`src/rtl/stall_buffer_ctrl_pkg.sv`:
```
// ============================================================================
// Module      : stall_buffer_ctrl_pkg
// Description : Shared state encoding and slot indices for the stall pipeline.
// Revision    : 1.0 - initial release
// ============================================================================
`default_nettype none

package stall_buffer_ctrl_pkg;

  typedef enum logic [1:0] {
    ST_EMPTY = 2'd0,
    ST_ONE   = 2'd1,
    ST_FULL  = 2'd2
  } state_t;

  localparam logic SLOT_REGULAR = 1'b0;
  localparam logic SLOT_STALL   = 1'b1;

endpackage

`default_nettype wire

```
`src/rtl/stall_buffer_ctrl_slot_pair.sv`:
```
// ============================================================================
// Module      : stall_slot_pair
// Description : Two payload registers (regular + stall) with load/shift/clear.
// Revision    : 1.0 - initial release
// ============================================================================
`default_nettype none

module stall_slot_pair
  import stall_buffer_ctrl_pkg::*;
#(
  parameter int DATA_W = 32
) (
  input  logic              clk,
  input  logic              reset,
  input  logic              clear,
  input  logic              load0,
  input  logic              load1,
  input  logic              shift,
  input  logic [DATA_W-1:0] din,
  output logic [DATA_W-1:0] slot0
);

  logic [DATA_W-1:0] r_slot [2];

  // Shift moves the stall slot forward and zeroes it; a vacated slot reads as 0.
  always_ff @(posedge clk) begin
    if (reset || clear) begin
      r_slot[SLOT_REGULAR] <= '0;
      r_slot[SLOT_STALL]   <= '0;
    end else begin
      if (shift) begin
        r_slot[SLOT_REGULAR] <= r_slot[SLOT_STALL];
        r_slot[SLOT_STALL]   <= '0;
      end
      if (load0) r_slot[SLOT_REGULAR] <= din;
      if (load1) r_slot[SLOT_STALL]   <= din;
    end
  end

  assign slot0 = r_slot[SLOT_REGULAR];

endmodule

`default_nettype wire

```
`src/rtl/stall_buffer_ctrl.sv`:
```
// ============================================================================
// Module      : stall_buffer_ctrl
// Description : Valid/ready controller for a 2-slot stall buffer with counters.
// Revision    : 1.0 - initial release
// ============================================================================
`default_nettype none

module stall_buffer_ctrl
  import stall_buffer_ctrl_pkg::*;
#(
  parameter int DATA_W = 32,
  parameter int CNT_W  = 16
) (
  input  logic              clk,
  input  logic              reset,
  input  logic              flush,
  input  logic              up_valid,
  input  logic [DATA_W-1:0] up_data,
  output logic              up_ready,
  output logic              dn_valid,
  output logic [DATA_W-1:0] dn_data,
  input  logic              dn_ready,
  output logic [1:0]        occupancy,
  output logic [CNT_W-1:0]  stall_cycles,
  output logic [CNT_W-1:0]  flushed_cnt
);

  state_t            r_state;
  state_t            w_state_nxt;
  logic              w_acc;
  logic              w_pop;
  logic              w_load0;
  logic              w_load1;
  logic              w_shift;
  logic [CNT_W-1:0]  r_stall_cycles;
  logic [CNT_W-1:0]  r_flushed_cnt;
  logic [CNT_W:0]    w_flush_sum;

  assign up_ready = (r_state != ST_FULL);
  assign dn_valid = (r_state != ST_EMPTY);
  assign w_acc    = up_valid && up_ready;
  assign w_pop    = dn_valid && dn_ready;

  always_comb begin
    occupancy = 2'd0;
    case (r_state)
      ST_ONE:  occupancy = 2'd1;
      ST_FULL: occupancy = 2'd2;
      default: occupancy = 2'd0;
    endcase
  end

  always_ff @(posedge clk) begin
    if (reset) r_state <= ST_EMPTY;
    else       r_state <= w_state_nxt;
  end

  always_comb begin
    w_state_nxt = r_state;
    w_load0     = 1'b0;
    w_load1     = 1'b0;
    w_shift     = 1'b0;
    if (!flush) begin
      case (r_state)
        ST_EMPTY: begin
          if (w_acc) begin
            w_state_nxt = ST_ONE;
            w_load0     = 1'b1;
          end
        end
        ST_ONE: begin
          if (w_acc && w_pop) begin
            w_load0 = 1'b1;
          end else if (w_acc) begin
            w_state_nxt = ST_FULL;
            w_load1     = 1'b1;
          end else if (w_pop) begin
            // Stall slot is already zero in ONE, so a shift empties slot 0.
            w_state_nxt = ST_EMPTY;
            w_shift     = 1'b1;
          end
        end
        ST_FULL: begin
          if (w_pop) begin
            w_state_nxt = ST_ONE;
            w_shift     = 1'b1;
          end
        end
        default: w_state_nxt = ST_EMPTY;
      endcase
    end else begin
      w_state_nxt = ST_EMPTY;
    end
  end

  stall_slot_pair #(
    .DATA_W (DATA_W)
  ) u_slots (
    .clk   (clk),
    .reset (reset),
    .clear (flush),
    .load0 (w_load0),
    .load1 (w_load1),
    .shift (w_shift),
    .din   (up_data),
    .slot0 (dn_data)
  );

  assign w_flush_sum = {1'b0, r_flushed_cnt} + {{(CNT_W-1){1'b0}}, occupancy};

  always_ff @(posedge clk) begin
    if (reset) begin
      r_stall_cycles <= '0;
      r_flushed_cnt  <= '0;
    end else begin
      if (up_valid && !up_ready && (r_stall_cycles != '1))
        r_stall_cycles <= r_stall_cycles + {{(CNT_W-1){1'b0}}, 1'b1};
      if (flush)
        r_flushed_cnt <= w_flush_sum[CNT_W] ? '1 : w_flush_sum[CNT_W-1:0];
    end
  end

  assign stall_cycles = r_stall_cycles;
  assign flushed_cnt  = r_flushed_cnt;

endmodule

`default_nettype wire

```
`config.mk`:
```
export PLATFORM = sky130hd
export DESIGN_NAME = stall_buffer_ctrl
export DESIGN_NICKNAME = d
export VERILOG_FILES = /design/src/rtl/stall_buffer_ctrl_pkg.sv /design/src/rtl/stall_buffer_ctrl_slot_pair.sv /design/src/rtl/stall_buffer_ctrl.sv
export SDC_FILE = /design/constraint.sdc
export NUM_CORES = 1
export LEC_CHECK = 0
export CORE_ASPECT_RATIO = 0.9
export CORE_MARGIN = 2
export CORE_UTILIZATION = 39
export CTS_CLUSTER_SIZE = 12
export DETAILED_ROUTE_END_ITERATION = 8
export PLACE_DENSITY = 0.67
export SLEW_MARGIN = 25
export SYNTH_ARGS = -nofsm -noshare
export SYNTH_HDL_FRONTEND = slang
export SYNTH_SLANG_ARGS = --single-unit
```
`constraint.sdc`:
```
create_clock -name clk -period 5.3 [get_ports clk]
set_input_delay 1.06 -clock clk [delete_from_list [all_inputs] [get_ports clk]]
set_output_delay 1.06 -clock clk [all_outputs]
set_load 0.005 [all_outputs]
```
== Word level (Yosys, flattened, before mapping) ==
Memories as Yosys holds them, arrays and structs flattened.
Cells that the tools add are included.

* Shift-type cells: 0
* Equal/unequal tests: 8
* Multipliers: 0
* Reductions and logical operators: 11
* Bitwise gates (word level): 4
* $add $sub $neg: 2
* Multiplexer cells: 35
* Magnitude comparators: 0
* Div/mod/pow operators: 0

{| class="wikitable"
|+ Operators with widths
! operator !! number
|-
| $mux 32 || 4
|-
| $mux 1 || 21
|-
| $add 16x2->17 || 1
|-
| $add 16x1->16 const B || 1
|-
| $mux 16 || 1
|-
| $ne 16x16->1 const B || 1
|-
| $mux 2 || 5
|-
| $ne 2x2->1 const B || 4
|-
| $pmux 2 s3 || 1
|-
| $logic_and 1x1->1 || 5
|-
| $or 1x1->1 || 4
|-
| $pmux 1 s2 || 2
|-
| $pmux 2 s2 || 1
|-
| $reduce_and 4->1 || 1
|-
| $ne 3x3->1 const B || 1
|-
| $eq 2x1->1 const B || 1
|-
| $eq 2x2->1 const B || 1
|-
| $logic_not 2->1 || 1
|-
| $reduce_bool 2->1 || 1
|-
| $reduce_or 2->1 || 1
|-
| $logic_not 1->1 || 1
|-
| $logic_or 1x1->1 || 1
|}

* Memories: 1
* Input port bits: 37
* ROM bits: 0
* RAM bits: 64
* Word-level logic and storage cells: 64
* Register bits: 34
* Bits in latches: 0

{| class="wikitable"
|+ Memories
! memory !! words !! bits a word !! rd ports !! clocked after memory_dff !! wr ports !! line !! RTL
|-
| u_slots.r_slot || 2 || 32 || 2 || 0 || 2 || stall_buffer_ctrl_slot_pair.sv:23 || <nowiki>logic [DATA_W-1:0] r_slot [2];</nowiki>
|}

== Depth between registers and ports, before layout ==
* Depth in word-level cells: 12
* Depth in mapped cells: 10
* Gate-level depth less buffers: 8

== By module ==
From an unflattened synthesis, not the netlist that was laid out.

* Cells, all modules: 462
* Area total of the unflattened synthesis: 4,873.4 um^2

{| class="wikitable"
|+ Modules (own cells, without submodules)
! module !! cells each !! instances !! area an instance (um^2)
|-
| stall_slot_pair || 249 || 1 || 2,999.1
|-
| stall_buffer_ctrl || 213 || 1 || 1,874.3
|}

== Worst setup path after synthesis ==
OpenSTA, ideal clock, no wires.

* Path type: input to register
* From: input port flush
* To: memory u_slots.r_slot[1][0] (netlist: u_slots.r_slot[0][32]), enable pin
* Stages on the path: 3
* Arrival time: 5.268 ns
* Required time: 4.767 ns
* Path slack: -0.502 ns
* Cell sequence: buf_2 nand4bb_1 o311ai_0

{| class="wikitable"
|+ RTL lines
! what !! line !! RTL
|-
| from (decl) || stall_buffer_ctrl.sv:16 || <nowiki>input logic flush,</nowiki>
|-
| to (decl) || stall_buffer_ctrl_slot_pair.sv:23 ||
|}

==> summary.txt <==
Run status
  • Status: finished clean

Floorplan
  • Top Ports: 105
  • Die ar.: ~13000 µm²
  • # rows: 37
  • Die width: around 120 µm
  • Core area: approximately 12000 µm²
  • Die H: approximately 110 µm
  • Starting density of the core: approximately two fifths

Synthesis
  • Mapped Cells: between 400 and 500
  • Seq/Total Area, Yosys: 55.73%
  • Synth top area share: approximately 41%
  • Avg Inst Size Synth: 11.53 µm²
  • Post-synth EDFFs: 64
  • Syn. warnings: 0
  • Mapped Nets: between 400 and 500
  • Top cells by area, synth: edfxtp_1, dfxtp_1, a21o_1
  • Synth area leader: edfxtp_1
  • Distinct cell type count after synthesis: between 50 and 60
  • Syn Std Cell Area: 4669 µm²
  • Primary FF master, synth: edfxtp_1
  • Yosys reg bits: 98
  • Ys async rst share: 0%

Global routing
  • Global-route wire length before repair: between 15000 and 20000 µm
  • Antenna violations before repair: 0
  • Vias in the first global route: about 3500
  • GRT Util Overall: 16.92%
  • Gr ovfl total: 0
  • Largest net degree at the start of global routing: 36

STA
  • Slew HR: 36.29%
  • Worst Max-Slew Pin Slew: approximately 0.95 ns
  • Sum Neg Setup Slack: 0 ns
  • Final Max Slew Viols: 0
  • Post-route minimum period: between 3 and 4 ns
  • Final setup violation count: 0
  • Fin crit share: between 60% and 70%
  • Peak Freq: 311.9 MHz
  • Final Hold Viols: 0
  • Unrepaired setup endpoints after global routing: false
  • Fin Clk Skew: 0.01127 ns

Critical path
  • CP Capture Type: flop
  • Worst setup endpoint: u_slots.r_slot[0][58]
  • Critical setup path kind: input pin to flop
  • Critical Path Start Type: input pin
  • Critical Path, Cell by Cell: clkdlybuf4s50_1 > nand4bb_1 > o311ai_4 > buf_4
  • CP Max Fanout: 20
  • CP max-delay cell: o311ai_4
  • Crit path from: flush
  • RR Endpoint: flushed_cnt[5]
  • WP buf/inv: 2
  • FF-to-FF setup slack: 2.56 ns
  • CP arrival: about 3.2 ns
  • WP depth: 4
  • Max stage delay on crit path: between 0.7 and 0.8 ns
  • CP top delay family: buffers and inverters
  • Worst reg2reg path depth: 8
  • Worst r2r src: r_state[0]
  • Worst Path Required: 5.32 ns

Finish
  • Fill cell count: between 1000 and 1500
  • Post-Layout Cell Count: about 640
  • Nets@finish: ~520
  • ANT cells: 0
  • Area Overhead vs Synth: 28.00%
  • Layout cells sized above 1: ~8.3%

Place
  • # port buffers: 104
  • Placed insts: 620
  • Final RePlAce weighted congestion: between 0.8 and 0.9
  • Post-DP HPWL: a little over 7000 µm

Route
  • Wire per inst: about 17 µm
  • Via count: about 3400
  • DR vias/cell: between 5 and 6
  • Final routed DRC violation total: 0
  • Router iterations before antenna repair: 5
  • Final wirelength: about 11000 µm
  • Initial DRC count: 169
  • Detail Route Antenna Nets: 0

Clocking
  • Root Driver: clkbuf_16
  • Number of gates resized after CTS: 0
  • CTS clk-pin slew, worst paths: around 0.07 ns
  • Clk sinks: just under 100
  • Hold buffers post-CTS: 0
  • Clock Latency Late Sink: 0.35 ns
  • H-tree level count: 3
  • Cts bufs inserted: 9
  • CTS tree: done
  • Clk buf depth: 2
  • Setup Fix Bufs, Post-CTS: 0

Min path
  • Hold/Removal Path Class: flop to flop

Power
  • Leak: 2.478 nW
  • Peak supply drop: 0.1604 mV
  • Power per cell area: about 280 nW/µm²

Flow run
  • Max-cap violations: 0
==> worst min path at each step <==
| stage | depth (start not counted) | slack (ns) | endpoint | start |
|---|---|---|---|---|
| after detailed placement | 1 | 0.50 | u_slots.r_slot[0][22] | u_slots.r_slot[0][54] |
| after global placement | 1 | 0.50 | u_slots.r_slot[0][23] | u_slots.r_slot[0][55] |
| after CTS | 1 | 0.52 | u_slots.r_slot[0][29] | u_slots.r_slot[0][61] |
| after global routing | 1 | 0.52 | u_slots.r_slot[0][25] | u_slots.r_slot[0][57] |
| final | 1 | 0.52 | u_slots.r_slot[0][1] | u_slots.r_slot[0][33] |
| after floorplan | 1 | 0.49 | flushed_cnt[15] | flushed_cnt[15] |
==> cell families (layout without fill, tap and decap cells) <==
kind of cell / Yosys count / in the layout / synth area share [%]
simple gates: 124 / 124 / 16.64
compound gates: 100 / 100 / 14.76
flops: 98 / 98 / 55.73
buf+inv: 62 / 137 / 8.065
fa+ha+maj: 9 / 9 / 2.412
xor+xnor: 8 / 8 / 1.501
mux: 4 / 4 / 0.8843
==> area by class of cell <==
type | count | area, µm² | share of cell area [%]
Clock buffer | 9 | 225.2 | 3.768
Sequential cell | 98 | 2603 | 43.54
Tap cell | 156 | 195.2 | 3.266
Multi-Input combinational cell | 245 | 1737 | 29.06
Inverter | 11 | 41.29 | 0.6908
Clock inverter | 7 | 90.09 | 1.507
Timing Repair Buffer | 110 | 1086 | 18.17
==> where the power goes <==
group	internal [mW]	switching (mW)
clock	0.378	0.305
sequential	0.848	0.0115
combinational	0.0717	0.0570
total	1.30	0.373
==> layout by cell type, fill, tap and decap left out, types with 2 or more instances in the layout <==
cell             netlist  routed
clkdlybuf4s50_1        0     104
edfxtp_1              64      64
and3_1                34      34
dfxtp_1               34      34
a21o_1                33      33
a21oi_1               21      21
nand2_1               13      13
nor2_1                14      13
o21ai_0               11      11
inv_1                 10      10
nand3_1                9       9
ha_1                   9       9
clkbuf_16              0       9
nor4_1                 7       7
or4_1                  7       7
a31oi_1                7       7
or3_1                  7       7
xor2_1                 6       6
nand2b_1               6       6
buf_4                 33       6
o31ai_1                6       5
nand4_2                4       4
o21a_1                 4       4
nor3_1                 4       4
inv_6                  0       4
nor2b_1                3       3
nand4_1                3       3
mux2i_1                3       3
xnor2_1                2       2
nor4b_1                2       2
o41ai_1                2       2
a211oi_1               2       2
==> layer usage <==
layer	vias up	track usage, %	wire [µm]
met3	6	5.985	761
met1	1651	20.69	4618
met2	119	28.16	5250
met4	0	5.210	75
li1	1642	-	-
met5	-	0	0
==> registers in the layout, indices dropped and copies added, names as in the netlist <==
name            cells
r_state             2
flushed_cnt        16
stall_cycles       16
u_slots.r_slot     64
==> synthesized netlist by cell type, types with 4 or more instances <==
cell type / count
nand4_2: 4
edfxtp_1: 64
nor4_1: 7
a31oi_1: 7
buf_4: 33
nor3_1: 4
nand3_1: 9
clkbuf_1: 12
ha_1: 9
dfxtp_1: 34
or3_1: 7
a21o_1: 33
or4_1: 7
o21a_1: 4
xor2_1: 6
nand2_1: 13
nand2b_1: 6
o31ai_1: 6
a21oi_1: 21
o21ai_0: 11
and3_1: 34
nor2_1: 14
buf_2: 4
inv_1: 10
==> stage by stage <==
stage / instance area, µm² / setup slack [ns] / hold WS (ns) / util, % / power [mW]
after floorplan: 4669 / 0.8474 / 0.4922 / - / 0.9428
after global placement: 5662 / 1.782 / 0.4984 / 48.92 / 1.003
after detailed placement: 5662 / 1.716 / 0.5022 / 48.92 / 1.007
after CTS: 5977 / 2.078 / 0.5211 / 51.64 / 1.689
after global routing: 5977 / 1.954 / 0.5230 / 51.64 / 1.727
final: 5977 / 2.094 / 0.5156 / 51.64 / 1.671
No activity file was read; power rests on OpenSTA's default activity.
==> RTL edit (config.mk and constraints unchanged) <==
`DATA_W` is set to 32 in 2 places; all go to 28.
--- a/src/rtl/stall_buffer_ctrl_slot_pair.sv
+++ b/src/rtl/stall_buffer_ctrl_slot_pair.sv
@@ -9,5 +9,5 @@
   import stall_buffer_ctrl_pkg::*;
 #(
-  parameter int DATA_W = 32
+  parameter int DATA_W = 28
 ) (
   input  logic              clk,
--- a/src/rtl/stall_buffer_ctrl.sv
+++ b/src/rtl/stall_buffer_ctrl.sv
@@ -9,5 +9,5 @@
   import stall_buffer_ctrl_pkg::*;
 #(
-  parameter int DATA_W = 32,
+  parameter int DATA_W = 28,
   parameter int CNT_W  = 16
 ) (
Interface: changed (resized dn_data and up_data); port bits go from 105 to 97. The function was not compared with the original's and may differ.
==> RTL edit against the original RTL <==
Setup slack improved by 0.21 ns. Largest power group unchanged. Highest routed layer unchanged. Area after synthesis fell by 4.7%. Combinational power down 6%. Design area decreased by 5.3%. Total power decreased by 7.9%. Die area is 4.6% lower. Sequential cell count down 8. Via count fell by 5.2%. Wire length shrank 10%.
==> RTL edit: results (changes against the original RTL) <==
total track usage 0.1578 (was 0.1692); DP Area 5363 um^2 (was 5662 um^2); Reg2Reg Launch Point r_state[0] (unchanged); reg2reg end u_slots.r_slot[0][39] (was flushed_cnt[5]); Final HPWL DP 6.426 mm (was 7.122 mm); crit path max fanout 29 (was 20); Slew @ Worst Pin 0.9467 ns (was 0.9469 ns); DRT Wirelength 9.605 mm (was 10.71 mm); worst reg2reg path depth 7 (was 8); HP Class reg2reg (unchanged); Starting DRT DRC Count 197 (was 169); outcome completed (unchanged); vias in the first global route 3170 (was 3456); largest net degree at the start of global routing 48 (was 36); max incr delay on CP 0.83 ns (was 0.71 ns); post-synth net total 445 (was 451); number of flops mapped to enable cells by yosys 56 (was 64); Critical-path top delay cell nor2_2 (was o311ai_4); syn avg cell area 11.04 um^2 (was 11.53 um^2); drt first pass iters 4 (was 5); Worst VDD drop 0.0001669 V (was 0.0001604 V); GP Congestion 0.7857 (was 0.8010); number of flip-flops in the largest register 56 (was 64); Worst Hold Path EP stall_cycles[15] (was u_slots.r_slot[0][1]); Seq/Total Area, Yosys 0.5309 (was 0.5573); Yosys warnings 0 (unchanged); placed cell count 607 (was 620); Area contributors post-synth edfxtp_1, dfxtp_1, a21o_1 (unchanged); clock root buffer clkbuf_16 (unchanged); hold_ws 0.5086 ns (was 0.5156 ns); CP Depth 4 (unchanged); reg-to-reg setup timing slack 2.91 ns (was 2.56 ns); Worst Hold Depth 1 (unchanged); Commonest cells post-synth edfxtp_1, dfxtp_1, and3_1 (was edfxtp_1, and3_1, dfxtp_1); IO Port Bufs 96 (was 104); first-pass GRT wire length 15.55 mm (was 17.23 mm); Max Clock Skew 0.008273 ns (was 0.01127 ns); hold path startpoint stall_cycles[15] (was u_slots.r_slot[0][33]); DR WL/cell 15.42 um (was 16.83 um); layout net count 508 (was 521); count of cell types in the netlist 51 (was 58); CTS Hold Bufs 0 (unchanged); via/cell ratio 5.199 (was 5.374); fin crit share 0.5649 (was 0.6049); Post-Place Setup Slack 1.933 ns (was 1.716 ns); cell area after layout 5659 um^2 (was 5977 um^2); leak pwr 2.390 nW (was 2.478 nW); ratio of cells with drive above 1 in the final layout 0.09554 (was 0.08333); htree depth 3 (unchanged); Fillers 1006 (was 1024)
[RTL edit: cell types whose count changed after synthesis, sizes merged, moves of 5 or more]
cell / delta
nor4: -6
or3: -5
o21ai: -7
mux2: +11
nor2b: +13
edfxtp: -8
nor2: +9
[RTL edit: cell type report]
| type | count | area share |
|---|---|---|
| clock buffer | 9 | 0.03980 |
| clock inverter | 7 | 0.01260 |
| inverter | 9 | 0.005969 |
| multi-input combinational | 255 | 0.3142 |
| sequential | 90 | 0.4174 |
| tap | 152 | 0.03361 |
| timing repair buffer | 101 | 0.1764 |
[RTL edit: worst reg2reg max path, delay by kind of cell (launching register included)]
| family | cells | cell delay, ns |
|---|---|---|
| compound gates | 1 | 0.09 |
| fa+ha+maj | 1 | 0.30 |
| buf+inv | 2 | 0.50 |
| flops | 1 | 0.41 |
| mux | 1 | 0.24 |
| simple gates | 2 | 0.51 |
[RTL edit: layer usage]
metal	wire, um	vias up	part of all wire	global-route usage
met5	0	-	0	0
met4	90	0	0.0094	0.04118
met3	593	9	0.062	0.04198
met2	4344	97	0.45	0.2438
met1	4575	1532	0.48	0.2198
li1	-	1601	-	-
[RTL edit: kinds of logic (layout without fill, tap and decap cells)]
logic type / after synthesis / after routing / synth area share
AND/OR/NAND/NOR: 142 / 142 / 0.1918
XOR/XNOR: 5 / 5 / 0.009842
multiplexers: 14 / 14 / 0.03487
flip-flops: 90 / 90 / 0.5309
adder cells (fa/ha/maj): 9 / 9 / 0.02531
buffers and inverters: 58 / 126 / 0.07480
AO/OA/AOI/OAI: 85 / 85 / 0.1325
[RTL edit: where the power goes]
group | internal (mW) | leakage (nW) | switching (mW)
Combinational | 0.0661 | 1.34 | 0.0549
Clock | 0.331 | 0.139 | 0.302
Sequential | 0.774 | 0.909 | 0.0103
